[src/rtl/norm_arbiter.sv]
// Two-requester round-robin front end for a single shared floating-point normalizer.
// The winner's operands are captured, normalized in one cycle, and the result is held until accepted.
module norm_arbiter (
  input  logic        CLK,
  input  logic        RST,
  input  logic        REQ0,
  input  logic [23:0] MANT0,
  input  logic        OF0,
  input  logic [7:0]  EXP0,
  input  logic        SIGN0,
  input  logic        REQ1,
  input  logic [23:0] MANT1,
  input  logic        OF1,
  input  logic [7:0]  EXP1,
  input  logic        SIGN1,
  output logic        GNT0,
  output logic        GNT1,
  output logic        OUT_VALID,
  input  logic        OUT_READY,
  output logic        OUT_ID,
  output logic        OUT_SIGN,
  output logic [7:0]  OUT_EXP,
  output logic [22:0] OUT_MANT,
  output logic        OUT_ZERO,
  output logic        OUT_OVF,
  output logic        OUT_UNF,
  output logic        BUSY
);

  typedef enum logic [1:0] {IDLE, NORM, HOLD} state_t;

  state_t      state_q, state_d;
  logic        last_q, last_d;
  logic        gnt0_q, gnt0_d, gnt1_q, gnt1_d;
  logic [23:0] op_mant_q, op_mant_d;
  logic        op_of_q, op_of_d;
  logic [7:0]  op_exp_q, op_exp_d;
  logic        op_sign_q, op_sign_d;
  logic        op_id_q, op_id_d;
  logic        out_valid_q, out_valid_d;
  logic        out_id_q, out_id_d;
  logic        out_sign_q, out_sign_d;
  logic [7:0]  out_exp_q, out_exp_d;
  logic [22:0] out_mant_q, out_mant_d;
  logic        out_zero_q, out_zero_d;
  logic        out_ovf_q, out_ovf_d;
  logic        out_unf_q, out_unf_d;

  logic        win;
  logic [4:0]  lz;
  logic [23:0] shifted;
  logic [22:0] norm_mant;
  logic [9:0]  e_val;
  logic        res_zero, res_ovf, res_unf;
  logic [7:0]  res_exp;
  logic [22:0] res_mant;

  // Normalizer datapath on the captured operand; e_val is two's complement, bit 9 is the sign.
  always_comb begin
    lz = 5'd0;
    for (int i = 0; i < 24; i++) begin
      if (op_mant_q[i]) lz = 5'(23 - i);
    end
    shifted = op_mant_q << lz;
    if (op_of_q) begin
      norm_mant = op_mant_q[23:1];
      e_val     = {2'b00, op_exp_q} + 10'd1;
    end else begin
      norm_mant = shifted[22:0];
      e_val     = {2'b00, op_exp_q} - {5'd0, lz};
    end
    res_zero = 1'b0;
    res_ovf  = 1'b0;
    res_unf  = 1'b0;
    res_exp  = 8'h00;
    res_mant = 23'd0;
    if (!op_of_q && op_mant_q == 24'd0) begin
      res_zero = 1'b1;
    end else if (!e_val[9] && e_val >= 10'd255) begin
      res_ovf = 1'b1;
      res_exp = 8'hFF;
    end else if (e_val[9] || e_val == 10'd0) begin
      res_unf = 1'b1;
    end else begin
      res_exp  = e_val[7:0];
      res_mant = norm_mant;
    end
  end

  // Next-state logic: ties go to the requester that was not served last.
  always_comb begin
    win         = (REQ0 && REQ1) ? ~last_q : REQ1;
    state_d     = state_q;
    last_d      = last_q;
    gnt0_d      = 1'b0;
    gnt1_d      = 1'b0;
    op_mant_d   = op_mant_q;
    op_of_d     = op_of_q;
    op_exp_d    = op_exp_q;
    op_sign_d   = op_sign_q;
    op_id_d     = op_id_q;
    out_valid_d = out_valid_q;
    out_id_d    = out_id_q;
    out_sign_d  = out_sign_q;
    out_exp_d   = out_exp_q;
    out_mant_d  = out_mant_q;
    out_zero_d  = out_zero_q;
    out_ovf_d   = out_ovf_q;
    out_unf_d   = out_unf_q;
    case (state_q)
      IDLE: begin
        if (REQ0 || REQ1) begin
          last_d    = win;
          op_id_d   = win;
          gnt0_d    = ~win;
          gnt1_d    = win;
          op_mant_d = win ? MANT1 : MANT0;
          op_of_d   = win ? OF1   : OF0;
          op_exp_d  = win ? EXP1  : EXP0;
          op_sign_d = win ? SIGN1 : SIGN0;
          state_d   = NORM;
        end
      end
      NORM: begin
        out_valid_d = 1'b1;
        out_id_d    = op_id_q;
        out_sign_d  = op_sign_q;
        out_exp_d   = res_exp;
        out_mant_d  = res_mant;
        out_zero_d  = res_zero;
        out_ovf_d   = res_ovf;
        out_unf_d   = res_unf;
        state_d     = HOLD;
      end
      HOLD: begin
        if (OUT_READY) begin
          out_valid_d = 1'b0;
          state_d     = IDLE;
        end
      end
      default: state_d = IDLE;
    endcase
  end

  // Reset seeds last_q to 1 so requester 0 wins the first tie.
  always_ff @(posedge CLK) begin
    if (RST) begin
      state_q     <= IDLE;
      last_q      <= 1'b1;
      gnt0_q      <= 1'b0;
      gnt1_q      <= 1'b0;
      op_mant_q   <= 24'd0;
      op_of_q     <= 1'b0;
      op_exp_q    <= 8'h00;
      op_sign_q   <= 1'b0;
      op_id_q     <= 1'b0;
      out_valid_q <= 1'b0;
      out_id_q    <= 1'b0;
      out_sign_q  <= 1'b0;
      out_exp_q   <= 8'h00;
      out_mant_q  <= 23'd0;
      out_zero_q  <= 1'b0;
      out_ovf_q   <= 1'b0;
      out_unf_q   <= 1'b0;
    end else begin
      state_q     <= state_d;
      last_q      <= last_d;
      gnt0_q      <= gnt0_d;
      gnt1_q      <= gnt1_d;
      op_mant_q   <= op_mant_d;
      op_of_q     <= op_of_d;
      op_exp_q    <= op_exp_d;
      op_sign_q   <= op_sign_d;
      op_id_q     <= op_id_d;
      out_valid_q <= out_valid_d;
      out_id_q    <= out_id_d;
      out_sign_q  <= out_sign_d;
      out_exp_q   <= out_exp_d;
      out_mant_q  <= out_mant_d;
      out_zero_q  <= out_zero_d;
      out_ovf_q   <= out_ovf_d;
      out_unf_q   <= out_unf_d;
    end
  end

  assign GNT0      = gnt0_q;
  assign GNT1      = gnt1_q;
  assign OUT_VALID = out_valid_q;
  assign OUT_ID    = out_id_q;
  assign OUT_SIGN  = out_sign_q;
  assign OUT_EXP   = out_exp_q;
  assign OUT_MANT  = out_mant_q;
  assign OUT_ZERO  = out_zero_q;
  assign OUT_OVF   = out_ovf_q;
  assign OUT_UNF   = out_unf_q;
  assign BUSY      = (state_q != IDLE);

endmodule

[config.mk]
export PLATFORM = sky130hd
export DESIGN_NAME = norm_arbiter
export DESIGN_NICKNAME = d
export VERILOG_FILES = /design/src/rtl/norm_arbiter.sv
export SDC_FILE = /design/constraint.sdc
export NUM_CORES = 1
export LEC_CHECK = 0
export BUFFER_PORTS_ARGS = -buffer_cell sky130_fd_sc_hd__buf_2
export CORE_MARGIN = 10
export CORE_UTILIZATION = 30
export CTS_BUF_LIST = sky130_fd_sc_hd__clkbuf_8
export CTS_CLUSTER_DIAMETER = 80
export CTS_CLUSTER_SIZE = 20
export DETAILED_ROUTE_END_ITERATION = 6
export PLACE_DENSITY = 0.53
export SYNTH_ARGS = -nofsm -noshare
export SYNTH_HDL_FRONTEND = slang
export SYNTH_SLANG_ARGS = --single-unit
[constraint.sdc]
create_clock -name CLK -period 6.3 [get_ports CLK]
set_input_delay 0.315 -clock CLK [delete_from_list [all_inputs] [get_ports CLK]]
set_output_delay 0.315 -clock CLK [all_outputs]
set_load 0.02 [all_outputs]
---- Word level (Yosys, flattened, before mapping) ----
Index checks and enable logic that the tools add are counted.
cells by class
  muxes and demuxes ....................... 48
  equal/unequal tests ..................... 4
  shift-type cells ........................ 1
  bitwise operators ....................... 4
  reduce and logical (&&, ||, !) cells .... 16
  $add $sub $neg .......................... 2
  magnitude comparators ................... 1
operator list
  cell                 count
  $mux 5               24
  $mux 23              4
  $mux 8               4
  $logic_not 24->1     1
  $mux 24              1
  $shl 24x5->23        1
  $ge 10x8->1 const B  1
  $logic_not 10->1     1
  $mux 1               10
  $mux 10              1
  $add 8x1->9 const B  1
  $sub 8x5->9          1
  $pmux 2 s3           1
  $reduce_and 2->1     3
  $mux 2               2
  $ne 2x2->1 const B   2
  $not 1->1            4
  $reduce_bool 2->1    2
  $logic_and 1x1->1    3
  $reduce_or 3->1      1
  $eq 2x1->1 const B   1
  $eq 2x2->1 const B   1
  $logic_not 1->1      2
  $logic_not 2->1      1
  other kinds (2)      3
word-level totals
  input bits .............................. 73
  logic and storage cells ................. 93
  output and inout port bits .............. 40
  bits in registers ....................... 77

---- Longest topological paths before layout ----
Gate-level depths: netlist of the first run.
  depth after elaboration ................. 31
  gate-level depth with buffers ........... 20
  depth with buffers taken out ............ 16

---- Worst setup path before layout of the first run ----
No wires, ideal clock.
  kind .................................... reg-to-reg
  from .................................... register op_mant_q[17]
  to ...................................... register out_mant_q[16] (netlist: OUT_MANT[16])
  buffers on the path ..................... 3
  slack ................................... 2.237 ns
  arrival time ............................ 3.947 ns
  period minus slack after synthesis ...... 4.063 ns
  required time ........................... 6.184 ns
  cell stages (with the launch flop) ...... 18
  cells stage by stage .................... dfxtp_1 > buf_2 > or4_1 > nor2b_1 > and2_1 > clkbuf_1 > inv_1 > ha_1 > or2_2 > o311ai_1 > a32oi_1 > xnor2_1 > nor4_1 > a31oi_2 > and3b_1 > buf_6 > a32o_1 > a31o_1
on the way
  word-level cells in the longest chain between the ends .. 14
  elaborated cells on any way between the ends .. 21
  classes of those cells .................. add/sub (1); order compare (1); shift (1); mux (12); reduce/logical (6)
ends and longest elaborated chain
  element                                               line  RTL
  start: declaration                                    35    logic [23:0] op_mant_q, op_mant_d;
  start signal: assignment                              170   op_mant_q <= op_mant_d;
  branches (longest 13 deep; another with $ge 10x8->1)  n/a
  $mux 23 *                                             77    if (!op_of_q && op_mant_q == 24'd0) begin
  end signal: assignment                                179   out_mant_q <= out_mant_d;
  end: declaration                                      44    logic [22:0] out_mant_q, out_mant_d;
Mark *: on every way between the ends.
A chain may end at the register's enable or synchronous reset.

---- Worst setup path after layout of the first run ----
  from .................................... register op_mant_q[23]
  to ...................................... register out_mant_q[14] (netlist: OUT_MANT[14])
on the way
  word-level cells in the longest chain between the ends .. 8
  elaborated cells on any way between the ends .. 15
  classes of those cells .................. add/sub (1); order compare (1); shift (1); mux (6); reduce/logical (6)
ends and longest elaborated chain
  element                                              line
  branches (longest 7 deep; another with $ge 10x8->1)  n/a
  $mux 23 *                                            77
Marked as above.

==> results of run 1 <==
## metrics by stage
step	worst slack, ns	cell area [um^2]	util, %	hold WS (ns)	cells
after global routing	0.5221	5981	35.81	0.2242	938
after floorplan	2.237	5130	-	0.4321	636
after global placement	1.305	5783	34.63	0.4375	922
final	0.9443	5981	35.81	0.2379	938
after detailed placement	1.087	5783	34.63	0.4422	922
after CTS	1.007	5981	35.81	0.2184	938
## routing by layer
layer | part of all wire [%] | track usage (%) | wire length, um
met2 | 41 | 22.12 | 7351
met4 | 1.8 | 5.390 | 314
met3 | 7.0 | 3.541 | 1239
met1 | 50 | 22.08 | 8846
met5 | 0 | 0 | 0
## flip-flops by register name (all words and copies together) (netlist names), 2 cells and up
register and flops:
OUT_MANT 23, OUT_EXP 8, op_mant_q 24, state_q 2, op_exp_q 8
## cells in the final DEF (no fill, tap or decap), drive strengths merged, types with 4 or more instances in the layout
master,Yosys,final
nand3,6,6
o22ai,5,5
ha,7,7
nor2,80,80
and3,6,6
nor4,7,7
xnor2,4,4
mux2,6,6
a211oi,48,48
buf,24,119
xor2,4,4
nand2b,7,7
o31ai,5,5
a221o,5,5
a32oi,11,11
a22oi,7,7
and2,6,6
o21ai,43,43
or4,4,4
mux2i,53,53
nand2,50,50
a221oi,9,9
or2,5,5
a21oi,35,35
inv,14,16
a32o,5,5
clkinv,1,5
nor2b,10,10
dfxtp,77,77
a21o,4,4
clkbuf,29,9
nor3,13,13
a22o,6,6
## cell usage after synthesis (6+ instances only)
master / count
o21ai_0: 30
nor2_1: 79
ha_1: 7
a211oi_1: 47
inv_1: 13
buf_1: 8
nor2b_1: 10
buf_2: 10
nor4_1: 6
a32oi_1: 11
and2_1: 6
mux2i_1: 52
nand2b_1: 7
o21ai_1: 12
clkbuf_1: 28
dfxtp_1: 77
and3_1: 6
a21oi_1: 32
a221oi_1: 9
nor3_1: 11
a22oi_1: 7
nand2_1: 50
## final timing paths
kind / endpoint / depth (start not counted)
worst max register to register: OUT_MANT[14] / 16
worst min-delay path: state_q[1] / 3
worst min register to register: OUT_SIGN / 2
worst max-delay path: OUT_MANT[14] / 16
## kinds of logic (layout without fill, tap and decap cells)
family | count (synthesis) | count (layout) | synth area share (%)
compound gates | 212 | 212 | 29.63
simple gates | 204 | 204 | 19.05
flops | 77 | 77 | 30.05
buf+inv | 68 | 150 | 6.073
mux | 59 | 59 | 11.73
fa+ha+maj | 8 | 8 | 2.097
xor+xnor | 8 | 8 | 1.366
## critical path: stages (launching register included)
cell and delay, ns:
dfxtp_1 0.53, nor2b_1 0.15, nor3_2 0.30, a21oi_4 0.17, a21oi_4 0.48, inv_1 0.45
ha_1 0.33, fa_1 0.39, nor2b_1 0.18, o311ai_1 0.13, a32oi_1 0.20, xnor2_1 0.20
nor4_1 0.13, a31oi_2 0.33, and3b_1 0.74, o21ai_0 0.35, o21ai_1 0.21
## power breakdown
group | internal (mW) | leakage (nW) | switching, mW
clock network | 0.186 | 0.105 | 0.209
registers | 0.543 | 0.633 | 0.0860
logic | 0.345 | 1.70 | 0.561
total | 1.07 | 2.44 | 0.856
## layout make-up
type                    instances  area (um^2)
fillers                      1836        10720
multi-input cells             491         3296
repair buffers                119        613.1
well taps                     220        275.3
clock inverters                 7        73.82
clock buffers                   9        123.9
flip-flops and latches         77         1541
inverters                      15        57.56
==> flow_summary_export.csv, run 1 <==
group,metric,value,unit
setup_path,cp-start-kind,"flop",
clock_tree,clk_root_buffer_cell,"clkbuf_8",
sta,setup_tns,0,ns
global_route,grt_pass1_vias,4947,
logic_synthesis,synthDominantCellAreaShare,30.05,%
sta,timing.fmax,186.7,MHz
global_route,track_usage,15.47,%
die,core-area,16700,um^2
sta,rsz0062_at_grt,"false",
global_route,antenna_found_initial,0,
clock_tree,numClockSinks,77,
sta,period_minus_slack,5.356,ns
global_route,grt-ovfl-total,0,
logic_synthesis,yosysWarnings,0,
routing,vias,5114,
routing,antenna_left,0,
clock_tree,cts_max_path_buffers,2,
logic_synthesis,syn_area,5130,um^2
die,dieHeight,150.8,um
clock_tree,path_clk_slew,0.09,ns
clock_tree,cts_buffers,9,
clock_tree,cts_hold_buffers,0,
clock_tree,tritoncts,"yes",
setup_path,critPathMaxFanout,19,
setup_path,worst_setup_path_end_kind,"flop",
worst_hold_path,worstHoldStart,"OUT_READY",
die,die_width,150.8,um
cells_and_area,layout-drive-gt1-share,23.68,%
pwr,total_power,1.929,mW
run,maxCapViolCount,0,
logic_synthesis,synthTopCellsByArea,"dfxtp_1 (30%), mux2i_1 (10%), a211oi_1 (6.9%)",
pwr,peakVddDrop,0.00009792,V
placement,globalplace.congestion,0.9267,
placement,place_hpwl,13810,um
sta,finClkSkew,0.01248,ns
setup_path,r2r_slack,0.94,ns
clock_tree,post_cts_buffers,0,
sta,period_share,85.01,%
routing,firstDrtPassIters,5,
routing,viasPerCell,5.452,
setup_path,critical_path_class,"flop to flop",
cells_and_area,area_growth_syn_to_layout,16.59,%
logic_synthesis,avgSynthCellArea,8.066,um^2
routing,drc_errors,0,
clock_tree,ctsHtreeMaxLevel,3,
setup_path,required,6.60,ns
logic_synthesis,ys_ff_latch,77,
setup_path,crit_arrival,5.66,ns
global_route,grt_pass1_wl,27980,um
die,floorplan.initialDensity,30.72,%
pwr,p_leak,2.443,nW
sta,hold_violations,0,
sta,finalSetupViolations,0,
logic_synthesis,ys_seq_area_share,30.05,%
setup_path,worstSetupStartpoint,"op_mant_q[23]",
routing,wl_per_cell,18.92,um
worst_hold_path,hold_path_class,"input pin to flop",
die,num_rows,47,
logic_synthesis,syn-num-nets,717,
cells_and_area,diodes,0,
sta,worst_pin_slew,0.9727,ns
routing,drtIter0Drc,500,
clock_tree,cts-resized-gates,0,
logic_synthesis,yosys.area.top_type,"dfxtp_1",
sta,drv_slew,0,
routing,wl,17750,um
logic_synthesis,synth.distinct_cells,81,
sta,slew-limit-headroom,35.06,%
outcome,status,"completed",
global_route,grt_max_degree,70,
setup_path,worstReg2RegStart,"op_mant_q[23]",
cells_and_area,fin_nets,794,
pwr,power.density,322.6,nW/um^2
clock_tree,clk_latency,0.37,ns
logic_synthesis,syn_inst,636,
placement,io_buffer_count,112,
logic_synthesis,synth_ff_type,"dfxtp_1",
die,io_pins,113,
logic_synthesis,synth_edf_count,0,
die,dieArea,22730,um^2
logic_synthesis,synthArstFlopShare,0,%
No activity file was read; power rests on OpenSTA's default activity.
==> run 2: changes to the inputs <==
==> config.mk (replaced) <==
export PLATFORM = sky130hd
export DESIGN_NAME = norm_arbiter
export DESIGN_NICKNAME = d
export VERILOG_FILES = /design/src/rtl/norm_arbiter.sv
export SDC_FILE = /design/constraint.sdc
export NUM_CORES = 1
export LEC_CHECK = 0
export CORE_MARGIN = 10
export CORE_UTILIZATION = 30
export CTS_BUF_LIST = sky130_fd_sc_hd__clkbuf_8
export CTS_CLUSTER_DIAMETER = 80
export CTS_CLUSTER_SIZE = 20
export DETAILED_ROUTE_END_ITERATION = 6
export DONT_BUFFER_PORTS = 1
export PLACE_DENSITY = 0.48
export SYNTH_ARGS = -nofsm -noshare
export SYNTH_HDL_FRONTEND = slang
export SYNTH_SLANG_ARGS = --single-unit
==> flow_summary_export.csv, run 2 (same netlist as run 1, synthesis figures left out) <==
group,metric,value,unit
worst_hold_path,hold_path_class,"input pin to flop",
routing,wl_per_cell,21.59,um
setup_path,cpPeakStageDelay,0.70,ns
clock_tree,tritoncts,"yes",
cells_and_area,area_growth_syn_to_layout,6.098,%
sta,worst_hold_slack,0.01790,ns
clock_tree,numClockSinks,77,
setup_path,path_cells,"nor3b_2 -> nor3_2 -> and3_1 -> a21oi_4 -> inv_1 -> ha_1 -> fa_1 -> nor2b_1 -> o311ai_1 -> a32oi_1 -> xnor2_1 -> nor4_1 -> a31oi_2 -> and3b_1 -> o21ai_0 -> o21ai_1",
sta,slew-limit-headroom,35.42,%
placement,io_buffer_count,0,
sta,drv_slew,0,
cells_and_area,layout-drive-gt1-share,9.375,%
global_route,antenna_found_initial,0,
die,dieArea,22730,um^2
clock_tree,cts_max_path_buffers,2,
setup_path,critPathSlowestCell,"and3b_1",
clock_tree,ctsHtreeMaxLevel,3,
sta,rsz0062_at_grt,"false",
placement,place_hpwl,13740,um
pwr,power.density,344.8,nW/um^2
cells_and_area,mostFrequentLayoutCells,"nor2_1 (78), dfxtp_1 (77), mux2i_1 (52), nand2_1 (50), a211oi_1 (47)",
sta,finClkSkew,0.009390,ns
die,dieHeight,150.8,um
setup_path,critical_path_class,"flop to flop",
global_route,grt_pass1_vias,4699,
cells_and_area,diodes,0,
clock_tree,cts_buffers,9,
pwr,peakVddDrop,0.0001018,V
pwr,p_leak,1.946,nW
setup_path,cp-start-kind,"flop",
cells_and_area,largest_register_ff_count,24,
placement,post_dp_cell_area,5223,um^2
cells_and_area,final_common_cell,"nor2_1",
die,io_pins,113,
routing,firstDrtPassIters,5,
routing,vias,4866,
pwr,total_power,1.877,mW
outcome,status,"completed",
cells_and_area,stdcell_area,5443,um^2
setup_path,worst_setup_path_end_kind,"flop",
routing,wl,17880,um
sta,setup_tns,0,ns
routing,antenna_left,0,
run,maxCapViolCount,0,
sta,timing.fmax,188.6,MHz
setup_path,crit_arrival,5.60,ns
cells_and_area,fin_nets,684,
placement,globalplace.congestion,0.9100,
setup_path,required,6.59,ns
die,core-area,16700,um^2
sta,finalSetupViolations,0,
clock_tree,clk_root_buffer_cell,"clkbuf_8",
sta,worst_pin_slew,0.9688,ns
routing,drc_errors,0,
die,num_rows,47,
clock_tree,post_cts_buffers,0,
die,floorplan.initialDensity,30.72,%
global_route,grt-ovfl-total,0,
sta,hold_violations,0,
die,die_width,150.8,um
clock_tree,path_clk_slew,0.08,ns
setup_path,critPathMaxFanout,19,
clock_tree,clk_latency,0.37,ns
sta,period_share,84.16,%
routing,viasPerCell,5.877,
setup_path,crit_family,"compound AO/OA/AOI/OAI gates",
global_route,track_usage,15.41,%
sta,period_minus_slack,5.302,ns
global_route,grt_max_degree,70,
cells_and_area,top_register,"op_mant_q",
routing,drtIter0Drc,504,
setup_path,cp.buffers_inverters,1,
global_route,grt_pass1_wl,27360,um
[run 2: changes by cell type in the layout (fill, tap and decap cells not counted)]
cell and delta:
clkinvlp_4 +2, inv_1 +1, clkinv_4 -1, dlygate4sd3_1 +2, inv_8 -1, clkinv_2 -2, clkbuf_8 +1, buf_2 -112
[run 2: where the power goes]
| group | internal, mW | leakage, nW | switching [mW] |
|---|---|---|---|
| clock network | 0.193 | 0.100 | 0.191 |
| registers | 0.543 | 0.633 | 0.125 |
| logic | 0.315 | 1.21 | 0.510 |
| total | 1.05 | 1.95 | 0.826 |
[run 2: worst register-to-register path: stages (launching register included)]
cell and delay, ns:
dfxtp_1 0.47, nor3b_2 0.27, nor3_2 0.11, and3_1 0.23, a21oi_4 0.50, inv_1 0.45, ha_1 0.33, fa_1 0.40
nor2b_1 0.18, o311ai_1 0.14, a32oi_1 0.20, xnor2_1 0.20, nor4_1 0.13, a31oi_2 0.35, and3b_1 0.70, o21ai_0 0.36
o21ai_1 0.20
[run 2: per-stage QoR]
step                      std cells  setup slack [ns]  util (%)
after global placement          810             1.219     31.27
after detailed placement        810             1.061     31.27
after CTS                       828             1.043     32.59
final                           828            0.9977     32.59
after floorplan                 636             2.237         -
after global routing            828            0.5748     32.59
[run 2: path summary, 6_finish.rpt]
| path | startpoint | end | slack [ns] | depth (start not counted) |
|---|---|---|---|---|
| max | op_mant_q[19] | OUT_MANT[14] | 1.0 | 16 |
| min | RST | GNT0 | 0.02 | 1 |
| max reg2reg | op_mant_q[19] | OUT_MANT[14] | 1.0 | 16 |
| min reg2reg | op_id_q | OUT_ID | 0.46 | 2 |
[run 2: final cells by class]
class                      instances  area, um^2
timing repair buffer               9       72.57
tap                              220       275.3
inverter                          15       57.56
clock buffer                      10       137.6
clock inverter                     6       62.56
fill                            1834       11260
sequential                        77        1541
multi-input combinational        491        3296
[run 2: per-layer routing]
layer / part of all wire [%] / GRT usage (%) / vias up
met5: 0 / 0 / -
met4: 2.4 / 6.304 / 0
met3: 6.9 / 2.941 / 25
met2: 42 / 21.84 / 187
met1: 49 / 22.14 / 2336
li1: - / - / 2318
[run 2: timing repair]
item / in CTS / in global routing
gates resized for setup: 0 / 0
hold buffers: 2 / 0
hold endpoints to repair: 13 / 0
